### src/rtl/vga_timing_pkg.sv
// ============================================================================
// Module   : vga_timing_pkg
// Brief    : Shared VGA timing constants, widths and sync bundle type.
// Revision : 1.0 - initial release
// ============================================================================
`default_nettype none

package vga_timing_pkg;

  localparam int COORD_W  = 10;
  localparam int COLOUR_W = 4;

  // 640x480@60 defaults
  localparam int DEF_H_ACTIVE = 640;
  localparam int DEF_H_FP     = 16;
  localparam int DEF_H_SYNC   = 96;
  localparam int DEF_H_BP     = 48;
  localparam int DEF_V_ACTIVE = 480;
  localparam int DEF_V_FP     = 10;
  localparam int DEF_V_SYNC   = 2;
  localparam int DEF_V_BP     = 33;

  typedef struct packed {
    logic hs;
    logic vs;
    logic active;
  } sync_t;

  function automatic int h_total(input int act, input int fp, input int sw, input int bp);
    return act + fp + sw + bp;
  endfunction

  function automatic int v_total(input int act, input int fp, input int sw, input int bp);
    return act + fp + sw + bp;
  endfunction

endpackage

`default_nettype wire

### src/rtl/vga_output_if.sv
// ============================================================================
// Module   : vga_output_if
// Brief    : Pixel timing, colour return and DAC-side signals of vga_output.
// Revision : 1.0 - initial release
// ============================================================================
`default_nettype none

interface vga_output_if;
  import vga_timing_pkg::*;

  logic                pix_ce;
  logic [COORD_W-1:0]  x;
  logic [COORD_W-1:0]  y;
  logic                active;
  logic                frame_end;
  logic [COLOUR_W-1:0] red;
  logic [COLOUR_W-1:0] green;
  logic [COLOUR_W-1:0] blue;
  logic [COLOUR_W-1:0] vga_r;
  logic [COLOUR_W-1:0] vga_g;
  logic [COLOUR_W-1:0] vga_b;
  logic                vga_hs;
  logic                vga_vs;

  modport master (
    output pix_ce, x, y, active, frame_end,
    output vga_r, vga_g, vga_b, vga_hs, vga_vs,
    input  red, green, blue
  );

  modport slave (
    input  pix_ce, x, y, active, frame_end,
    input  vga_r, vga_g, vga_b, vga_hs, vga_vs,
    output red, green, blue
  );

endinterface

`default_nettype wire

### src/rtl/vga_output_sync_delay_line.sv
// ============================================================================
// Module   : sync_delay_line
// Brief    : DEPTH-stage shift register with clock enable and sync reset value.
// Revision : 1.0 - initial release
// ============================================================================
`default_nettype none

module sync_delay_line #(
  parameter int               DEPTH   = 2,
  parameter int               WIDTH   = 3,
  parameter logic [WIDTH-1:0] RST_VAL = '0
) (
  input  wire logic             clk,
  input  wire logic             reset_n,
  input  wire logic             i_ce,
  input  wire logic [WIDTH-1:0] i_d,
  output logic      [WIDTH-1:0] o_q
);

  logic [DEPTH*WIDTH-1:0] r_sr;

  generate
    if (DEPTH == 1) begin : g_one
      always_ff @(posedge clk) begin
        if (!reset_n)  r_sr <= RST_VAL;
        else if (i_ce) r_sr <= i_d;
      end
    end else begin : g_many
      always_ff @(posedge clk) begin
        if (!reset_n)  r_sr <= {DEPTH{RST_VAL}};
        else if (i_ce) r_sr <= {r_sr[(DEPTH-1)*WIDTH-1:0], i_d};
      end
    end
  endgenerate

  assign o_q = r_sr[DEPTH*WIDTH-1 -: WIDTH];

endmodule

`default_nettype wire

### src/rtl/vga_output.sv
// ============================================================================
// Module   : vga_output
// Brief    : VGA raster timing, coordinates, frame strobe and aligned DAC outputs.
// Revision : 1.0 - initial release
// ============================================================================
`default_nettype none

module vga_output
  import vga_timing_pkg::*;
#(
  parameter int   CLK_DIV    = 2,
  parameter int   H_ACTIVE   = DEF_H_ACTIVE,
  parameter int   H_FP       = DEF_H_FP,
  parameter int   H_SYNC     = DEF_H_SYNC,
  parameter int   H_BP       = DEF_H_BP,
  parameter int   V_ACTIVE   = DEF_V_ACTIVE,
  parameter int   V_FP       = DEF_V_FP,
  parameter int   V_SYNC     = DEF_V_SYNC,
  parameter int   V_BP       = DEF_V_BP,
  parameter int   PIPE_DELAY = 2,
  parameter logic SYNC_POL   = 1'b0
) (
  input wire logic      clk,
  input wire logic      reset_n,
  vga_output_if.master  io_vga
);

  localparam int H_TOTAL = h_total(H_ACTIVE, H_FP, H_SYNC, H_BP);
  localparam int V_TOTAL = v_total(V_ACTIVE, V_FP, V_SYNC, V_BP);
  localparam int DIV_W   = (CLK_DIV > 1) ? $clog2(CLK_DIV) : 1;

  localparam logic [DIV_W-1:0]   c_div_last = DIV_W'(CLK_DIV - 1);
  localparam logic [COORD_W-1:0] c_h_last   = COORD_W'(H_TOTAL - 1);
  localparam logic [COORD_W-1:0] c_v_last   = COORD_W'(V_TOTAL - 1);
  localparam logic [COORD_W-1:0] c_h_active = COORD_W'(H_ACTIVE);
  localparam logic [COORD_W-1:0] c_v_active = COORD_W'(V_ACTIVE);
  localparam logic [COORD_W-1:0] c_v_fe_y   = COORD_W'(V_ACTIVE - 1);
  localparam logic [COORD_W-1:0] c_hs_start = COORD_W'(H_ACTIVE + H_FP);
  localparam logic [COORD_W-1:0] c_hs_end   = COORD_W'(H_ACTIVE + H_FP + H_SYNC);
  localparam logic [COORD_W-1:0] c_vs_start = COORD_W'(V_ACTIVE + V_FP);
  localparam logic [COORD_W-1:0] c_vs_end   = COORD_W'(V_ACTIVE + V_FP + V_SYNC);

  logic [DIV_W-1:0]    r_div;
  logic                r_pix_ce;
  logic                r_run;
  logic [COORD_W-1:0]  r_x;
  logic [COORD_W-1:0]  r_y;
  logic                r_frame_end;
  logic [COLOUR_W-1:0] r_vga_r;
  logic [COLOUR_W-1:0] r_vga_g;
  logic [COLOUR_W-1:0] r_vga_b;
  logic                r_vga_hs;
  logic                r_vga_vs;

  logic [DIV_W-1:0]    w_div_next;
  logic                w_h_last;
  logic                w_v_last;
  sync_t               w_dl_in;
  sync_t               w_dl_out;

  assign w_div_next = (r_div == c_div_last) ? '0 : r_div + DIV_W'(1);
  assign w_h_last   = (r_x == c_h_last);
  assign w_v_last   = (r_y == c_v_last);

  // pix_ce is registered so it is low in every reset cycle, including CLK_DIV=1
  always_ff @(posedge clk) begin
    if (!reset_n) begin
      r_div    <= '0;
      r_pix_ce <= 1'b0;
      r_run    <= 1'b0;
    end else begin
      r_div    <= w_div_next;
      r_pix_ce <= (w_div_next == c_div_last);
      r_run    <= 1'b1;
    end
  end

  always_ff @(posedge clk) begin
    if (!reset_n) begin
      r_x         <= '0;
      r_y         <= '0;
      r_frame_end <= 1'b0;
    end else begin
      r_frame_end <= r_pix_ce && w_h_last && (r_y == c_v_fe_y);
      if (r_pix_ce) begin
        r_x <= w_h_last ? '0 : r_x + COORD_W'(1);
        if (w_h_last) r_y <= w_v_last ? '0 : r_y + COORD_W'(1);
      end
    end
  end

  assign w_dl_in.hs     = (r_x >= c_hs_start && r_x < c_hs_end) ? SYNC_POL : ~SYNC_POL;
  assign w_dl_in.vs     = (r_y >= c_vs_start && r_y < c_vs_end) ? SYNC_POL : ~SYNC_POL;
  assign w_dl_in.active = r_run && (r_x < c_h_active) && (r_y < c_v_active);

  sync_delay_line #(
    .DEPTH   (PIPE_DELAY),
    .WIDTH   ($bits(sync_t)),
    .RST_VAL ({~SYNC_POL, ~SYNC_POL, 1'b0})
  ) u_sync_dl (
    .clk     (clk),
    .reset_n (reset_n),
    .i_ce    (r_pix_ce),
    .i_d     (w_dl_in),
    .o_q     (w_dl_out)
  );

  always_ff @(posedge clk) begin
    if (!reset_n) begin
      r_vga_r  <= '0;
      r_vga_g  <= '0;
      r_vga_b  <= '0;
      r_vga_hs <= ~SYNC_POL;
      r_vga_vs <= ~SYNC_POL;
    end else if (r_pix_ce) begin
      r_vga_r  <= w_dl_out.active ? io_vga.red   : '0;
      r_vga_g  <= w_dl_out.active ? io_vga.green : '0;
      r_vga_b  <= w_dl_out.active ? io_vga.blue  : '0;
      r_vga_hs <= w_dl_out.hs;
      r_vga_vs <= w_dl_out.vs;
    end
  end

  assign io_vga.pix_ce    = r_pix_ce;
  assign io_vga.x         = r_x;
  assign io_vga.y         = r_y;
  assign io_vga.active    = w_dl_in.active;
  assign io_vga.frame_end = r_frame_end;
  assign io_vga.vga_r     = r_vga_r;
  assign io_vga.vga_g     = r_vga_g;
  assign io_vga.vga_b     = r_vga_b;
  assign io_vga.vga_hs    = r_vga_hs;
  assign io_vga.vga_vs    = r_vga_vs;

endmodule

`default_nettype wire

### src/flat_wrapper.sv
// flat-port wrapper written by rule: the top's interface ports become plain ports
module vga_output_flat import vga_timing_pkg::*;
#(
  parameter int   CLK_DIV    = 2,
  parameter int   H_ACTIVE   = DEF_H_ACTIVE,
  parameter int   H_FP       = DEF_H_FP,
  parameter int   H_SYNC     = DEF_H_SYNC,
  parameter int   H_BP       = DEF_H_BP,
  parameter int   V_ACTIVE   = DEF_V_ACTIVE,
  parameter int   V_FP       = DEF_V_FP,
  parameter int   V_SYNC     = DEF_V_SYNC,
  parameter int   V_BP       = DEF_V_BP,
  parameter int   PIPE_DELAY = 2,
  parameter logic SYNC_POL   = 1'b0
)
  (clk, reset_n, io_vga_pix_ce, io_vga_x, io_vga_y, io_vga_active, io_vga_frame_end, io_vga_vga_r, io_vga_vga_g, io_vga_vga_b, io_vga_vga_hs, io_vga_vga_vs, io_vga_red, io_vga_green, io_vga_blue);
  vga_output_if io_vga_i ();
  input wire logic clk;
  input wire logic reset_n;
  output wire logic [$bits(io_vga_i.pix_ce)-1:0] io_vga_pix_ce;
  output wire logic [$bits(io_vga_i.x)-1:0] io_vga_x;
  output wire logic [$bits(io_vga_i.y)-1:0] io_vga_y;
  output wire logic [$bits(io_vga_i.active)-1:0] io_vga_active;
  output wire logic [$bits(io_vga_i.frame_end)-1:0] io_vga_frame_end;
  output wire logic [$bits(io_vga_i.vga_r)-1:0] io_vga_vga_r;
  output wire logic [$bits(io_vga_i.vga_g)-1:0] io_vga_vga_g;
  output wire logic [$bits(io_vga_i.vga_b)-1:0] io_vga_vga_b;
  output wire logic [$bits(io_vga_i.vga_hs)-1:0] io_vga_vga_hs;
  output wire logic [$bits(io_vga_i.vga_vs)-1:0] io_vga_vga_vs;
  input wire logic [$bits(io_vga_i.red)-1:0] io_vga_red;
  input wire logic [$bits(io_vga_i.green)-1:0] io_vga_green;
  input wire logic [$bits(io_vga_i.blue)-1:0] io_vga_blue;
  assign io_vga_pix_ce = io_vga_i.pix_ce;
  assign io_vga_x = io_vga_i.x;
  assign io_vga_y = io_vga_i.y;
  assign io_vga_active = io_vga_i.active;
  assign io_vga_frame_end = io_vga_i.frame_end;
  assign io_vga_vga_r = io_vga_i.vga_r;
  assign io_vga_vga_g = io_vga_i.vga_g;
  assign io_vga_vga_b = io_vga_i.vga_b;
  assign io_vga_vga_hs = io_vga_i.vga_hs;
  assign io_vga_vga_vs = io_vga_i.vga_vs;
  assign io_vga_i.red = io_vga_red;
  assign io_vga_i.green = io_vga_green;
  assign io_vga_i.blue = io_vga_blue;
  vga_output #(.CLK_DIV(CLK_DIV), .H_ACTIVE(H_ACTIVE), .H_FP(H_FP), .H_SYNC(H_SYNC), .H_BP(H_BP), .V_ACTIVE(V_ACTIVE), .V_FP(V_FP), .V_SYNC(V_SYNC), .V_BP(V_BP), .PIPE_DELAY(PIPE_DELAY), .SYNC_POL(SYNC_POL)) u_core (.clk(clk), .reset_n(reset_n), .io_vga(io_vga_i));
endmodule
### config.mk
export PLATFORM = sky130hd
export DESIGN_NAME = vga_output_flat
export DESIGN_NICKNAME = d
export VERILOG_FILES = /design/src/rtl/vga_timing_pkg.sv /design/src/rtl/vga_output_if.sv /design/src/rtl/vga_output_sync_delay_line.sv /design/src/rtl/vga_output.sv /design/src/flat_wrapper.sv
export SDC_FILE = /design/constraint.sdc
export NUM_CORES = 1
export LEC_CHECK = 0
export BUFFER_PORTS_ARGS = -buffer_cell sky130_fd_sc_hd__buf_2
export CELL_PAD_IN_SITES_DETAIL_PLACEMENT = 0
export CELL_PAD_IN_SITES_GLOBAL_PLACEMENT = 1
export CORE_UTILIZATION = 36
export CTS_BUF_LIST = sky130_fd_sc_hd__clkbuf_8
export CTS_CLUSTER_DIAMETER = 120
export DETAILED_ROUTE_END_ITERATION = 8
export PLACE_DENSITY_LB_ADDON = 0.1
export REMOVE_ABC_BUFFERS = 1
export SLEW_MARGIN = 20
export SYNTH_ARGS = -nofsm -noshare
export SYNTH_HDL_FRONTEND = slang
export SYNTH_HIERARCHICAL = 1
export SYNTH_SLANG_ARGS = --single-unit
### constraint.sdc
create_clock -name clk -period 2.8 [get_ports clk]
set_input_delay 0.14 -clock clk [delete_from_list [all_inputs] [get_ports clk]]
set_output_delay 0.14 -clock clk [all_outputs]
set_load 0.01 [all_outputs]
Word-level counts from Yosys, hierarchy flattened
Index checks and enable logic that the tools add are counted.
{ "classes": {"addsub": 3, "n_mul": 0, "n_div": 0, "n_lt_le_gt_ge": 6, "eq_ne": 3, "shifts": 0, "mux": 8, "n_bitwise": 1, "reduce_logical": 8} }
{ "op_table": {"columns": ["operator", "n"], "rows": [
  ["10-bit by 1-bit adder with 10-bit output, second input constant", 2],
  ["10-bit == test, second input constant", 2],
  ["10-bit < comparator, second input constant", 2],
  ["10-bit by 9-bit < comparator with 1-bit output, second input constant", 2],
  ["10-bit two-way mux", 2],
  ["4-bit two-way mux", 3],
  ["10-bit by 9-bit == test with 1-bit output, second input constant", 1],
  ["10-bit >= comparator, second input constant", 1],
  ["10-bit by 9-bit >= comparator with 1-bit output, second input constant", 1],
  ["1-bit logical AND", 6],
  ["1-bit two-way mux", 3],
  ["2-bit AND reduction", 1],
  ["2-bit OR reduction", 1],
  ["1-bit adder, second input constant", 1],
  ["1-bit inverter", 1]
]} }
{ "word_totals": {"regBits": 43, "latch_bits": 0, "ramBits": 0, "mem_bits_ro": 0, "input_bits": 14, "out_inout_bits": 37, "wordCells": 40, "n_memories": 0} }

Logic depth before layout (Yosys ltp)
{ "depth": {"word_depth": 3, "mapped_depth": 6, "mapped_depth_nobuf": 6} }

Cells and area by module
The synthesis kept the hierarchy.
{ "by_module_without_submodules": {"columns": ["module", "instances", "cells_per_inst", "area_each_um2", "seq_area_each_um2"], "rows": [
  ["vga_output", 1, 196, 1715.4, 740.7],
  ["sync_delay_line", 1, 22, 241.5, 120.1]
]} }

Worst setup path before layout
OpenSTA, ideal clock, no wires.
{ "synth_timing": {"path_kind": "flip-flop to flip-flop", "startpoint": "register u_core.r_x[0], in the netlist u_core/io_vga.x[0]", "endpoint": "register u_core.r_y[9], in the netlist u_core/io_vga.y[9]", "setup_ps": 71, "arrival_time_ps": 1786, "required_ps": 2729, "path_slack_ps": 943, "path_stages_with_launch": 6, "path_buffers": 0, "period_less_slack_ps": 1857, "path_cell_list": "dfxtp_1 > ha_1 > and3_1 > and4_1 > or4b_2 > a21oi_1"} }
{ "synth_between": {"elab_chain_cells": 2} }
{ "synth_rtl": {"columns": ["element", "line_no", "rtl"], "rows": [
  ["start: declaration", "vga_output.sv:46", "logic [COORD_W-1:0] r_x;"],
  ["start signal: assignment", "vga_output.sv:86", "r_x <= w_h_last ? '0 : r_x + COORD_W'(1);"],
  ["10-bit == test", "vga_output.sv:62", "assign w_h_last = (r_x == c_h_last);"],
  ["2-bit AND reduction (no source line)", null, null],
  ["end signal: assignment", "vga_output.sv:87", "if (w_h_last) r_y <= w_v_last ? '0 : r_y + COORD_W'(1);"],
  ["end: declaration", "vga_output.sv:47", "logic [COORD_W-1:0] r_y;"]
]} }
Every way passes these cells.
A chain may end at the register's enable or synchronous reset.

Worst setup path after layout
{ "layout_timing": {"startpoint": "register u_core.r_x[0], in the netlist u_core/io_vga.x[0]", "endpoint": "register u_core.r_y[3], in the netlist u_core/io_vga.y[3]"} }
The elaborated chain is that of the path after synthesis.

==> reports/summary.txt <==
====================================================================================================
Status                                                                                  finished, final reports clean
Post-DR wirelength/cell                                                                      12.4 um
Via count of the first global-routing pass                                                      1268
Number of buffers on the longest clock path                                                        2
Class of the most critical hold timing path                                             primary input to register
Congestion Overflow GR                                                                             0
Area grow syn2layout                                                                           19.5%
Average via count per standard cell                                                             4.82
Number of fillers in the final layout                                                            523
Number of buffer cells added on primary ports                                                     50
Drt first-iter violations                                                                         76
Type of the worst setup path                                                            register to register
Maximum fanout count along the critical path                                                       7
Antenna Nets Post-Route                                                                            0
Die extent in y                                                                              75.7 um
Net count of the finished layout                                                                 284
Final worst-path cycle share                                                                   74.1%
Worst Tran Pin Value                                                                        0.560 ns
Power share of the clock group                                                                 38.9%
Non-filler cells in the finished layout                                                          336
Largest net degree at the start of global routing                                                 33
Critical Path End Type                                                                      register
Critical path launch point type                                                             register
Core region area                                                                         0.00517 mm2
Antenna violations before repair                                                                   0
Hold_sp                                                                                 io_vga_green[2]
Final instance area                                                                      0.00234 mm2
Diodes inserted                                                                                    0
GR met3 Demand/Resource                                                                        4.10%
Clock period minus worst slack                                                               2.08 ns
Origin of the worst setup path                                                          u_core/io_vga.x[0]
Post-route core utilization                                                                    45.2%
Switching power                                                                             0.246 mW
TritonCTS clock tree                                                                           built
Placer's final routability congestion estimate                                                 0.756
Met1 layer usage reported by global route                                                      21.3%
Fraction of the mapped netlist area in compound gates                                          9.53%
Post-detail-place hpwl                                                                       2900 um
Worst skew pair latency                                                                      0.29 ns
Instance area after placement                                                            0.00223 mm2
Required time of the critical path                                                           2.97 ns
Total number of vias                                                                            1618
Simple-Gate Fraction of Synth Area                                                             29.7%
Maximum level of the CTS H-tree                                                                    2
DRC Markers                                                                                        0
Area share of xor/xnor cells in the synthesized design                                         4.48%
Combined global-route utilization of all metal layers                                          14.9%
Area of the multi-input gates                                                                998 um2
Int Pwr                                                                                     0.866 mW
Wire length of the first global-routing pass                                                 6380 um
Highest clock frequency the design can meet                                                  482 MHz
Fraction of the yosys area taken by sequential cells                                           44.0%
Startpoint of the lowest-slack register-to-register path                                u_core/io_vga.x[0]
Number of setup violations in the final report                                                     0
Share of layout cells above drive strength 1                                                   23.3%
Total power density per cell area                                                         476 mW/mm2
Async set-or-reset flop fraction in the synthesized netlist                                       0%
Leading cell type in the layout, fill and taps excluded                                 sky130_fd_sc_hd__buf_2
Switching share of total power                                                                 22.1%
Number of max-cap violations                                                                       0
CTS Root Cell                                                                           sky130_fd_sc_hd__clkbuf_8
Met2 global-route usage                                                                        21.1%
Fin Clk Skew                                                                              0.00500 ns
Final hold slack                                                                           0.0952 ns
Starting utilization of the core area                                                          37.8%
Total iterations of the first detailed-routing run                                                 4
Total of flip-flops plus latches after synthesis                                                  43
Core Rows                                                                                         26
Sequential cell area                                                                         861 um2
Number of warnings issued by yosys                                                                 6
Data arrival time of the worst path                                                          2.24 ns
Number of resized instances in the post-cts repair step                                            0
Total Wirelength                                                                             4180 um
Adder and majority gate portion of the synthesized area                                        3.20%
Most instantiated flip-flop cell in the synthesis netlist                               sky130_fd_sc_hd__dfxtp_1
Relative max-transition margin                                                                 62.4%
Combinational family with the most area after synthesis                                 simple AND/OR/NAND/NOR gates
Post-CTS setup buffer count                                                                        0
Leading cell types in the layout, fill and taps excluded                                50 x sky130_fd_sc_hd__buf_2, 43 x sky130_fd_sc_hd__dfxtp_1, 27 x sky130_fd_sc_hd__nor2b_1, 19 x sky130_fd_sc_hd__a21oi_1, 15 x sky130_fd_sc_hd__nand2_1
Die width                                                                                    75.7 um
Largest vdd supply drop                                                                     0.211 mV
Clock-pin slew reported for the worst setup and hold paths after clock tree synthesis        0.08 ns
Mean instance size in the synthesized netlist                                               8.98 um2
Layer with the highest usage after global routing                                               met1
RSZ-0062 raised after global routing                                                           false
Fin Setup TNS                                                                                   0 ns
Count of mapped cells out of synthesis                                                           218
DIE AREA                                                                                 0.00573 mm2
Multiplexer area fraction after synthesis                                                      4.09%
Total I/O pin count                                                                               51
Share of total power in combinational logic                                                     5.1%
Final Max Tran Viols                                                                               0
Netlist cell types                                                                                41
Number of clock sinks                                                                             43
DP Cell Count                                                                                    328
Hold_buf cts                                                                                       0
Number of hold violations in the final report                                                      0
Static leakage power                                                                        0.934 nW
Inserted Clock Buffers                                                                             5
Relative contribution of sequential cells to total power                                       56.0%
Post-synth design cell area                                                              0.00196 mm2
Number of enable-type register cells in the synthesized netlist                                    0
====================================================================================================
==> critical path, stage by stage, from the launching register on <==
cell and delay, ns:
sky130_fd_sc_hd__dfxtp_1 0.40, sky130_fd_sc_hd__ha_1 0.23, sky130_fd_sc_hd__nand3_1 0.16, sky130_fd_sc_hd__or4_4 0.57, sky130_fd_sc_hd__o21ai_1 0.49, sky130_fd_sc_hd__nor2_1 0.10
==> routing by layer <==
| layer | part of all wire [%] | wire [um] |
|---|---|---|
| met1 | 52 | 2170 |
| met2 | 42 | 1740 |
| met3 | 5.1 | 215 |
| met4 | 1.4 | 57 |
| met5 | 0 | 0 |
==> state kept, by name, indices dropped and copies added (netlist names) <==
name,count
u_core/io_vga.vga_hs,1
u_core/io_vga.y,10
u_core/r_run,1
u_core/io_vga.pix_ce,1
u_core/io_vga.vga_b,4
u_core/io_vga.frame_end,1
u_core/io_vga.vga_g,4
u_core/u_sync_dl/r_sr,6
u_core/io_vga.vga_vs,1
u_core/io_vga.vga_r,4
u_core/io_vga.x,10
==> synthesized netlist by cell type, drive strengths merged, types with 3 or more instances <==
cell / n / area (um2)
ha: 5 / 62.6
nor2b: 27 / 169
buf: 6 / 48.8
nand2: 15 / 56.3
nand3: 5 / 25.0
nor4: 3 / 18.8
clkbuf: 5 / 18.8
or3: 4 / 25.0
o21ai: 8 / 40.0
mux2i: 8 / 80.1
and3: 3 / 18.8
xnor2: 9 / 78.8
nor2: 12 / 45.0
dfxtp: 43 / 861
and2: 4 / 25.0
nor3: 4 / 20.0
inv: 8 / 30.0
a21oi: 19 / 95.1
nand4: 6 / 37.5
nand4b: 3 / 26.3
==> kinds of logic after synthesis <==
group                    after synthesis
multiplexers                           8
flip-flops                            43
XOR/XNOR                              10
buffers and inverters                 19
AND/OR/NAND/NOR                       99
adder cells (fa/ha/maj)                5
AO/OA/AOI/OAI                         34
==> path summary, 6_finish.rpt <==
check	end	slack, ns	cells past startpoint
setup reg to reg	u_core/io_vga.y[3]	0.72	5
setup / recovery	u_core/io_vga.y[3]	0.72	5
hold / removal	u_core/io_vga.vga_g[2]	0.1	3
hold reg to reg	u_core/io_vga.vga_hs	0.47	2
==> layout make-up <==
cell class                      count  share of cell area, %
Timing Repair Buffer               51                   11.0
Inverter                            8                   1.28
Clock inverter                      1                  0.321
Multi-Input combinational cell    156                   42.7
Clock buffer                        7                   4.12
Sequential cell                    43                   36.8
Tap cell                           70                   3.75
==> power groups by stage <==
stage	Clock, mW	Combinational [mW]	Sequential (mW)
after floorplan	0	0.0213	0.645
after global placement	0	0.0580	0.637
after detailed placement	0	0.0577	0.637
after CTS	0.449	0.0581	0.622
after global routing	0.476	0.0645	0.624
final	0.433	0.0569	0.622
==> per-stage QoR <==
stage	setup WS [ns]	total power, mW
after floorplan	0.511	0.667
after global placement	0.797	0.695
after detailed placement	0.738	0.695
after CTS	0.723	1.13
after global routing	0.542	1.16
final	0.724	1.11
Note: power is estimated with default switching activity, not from simulation.
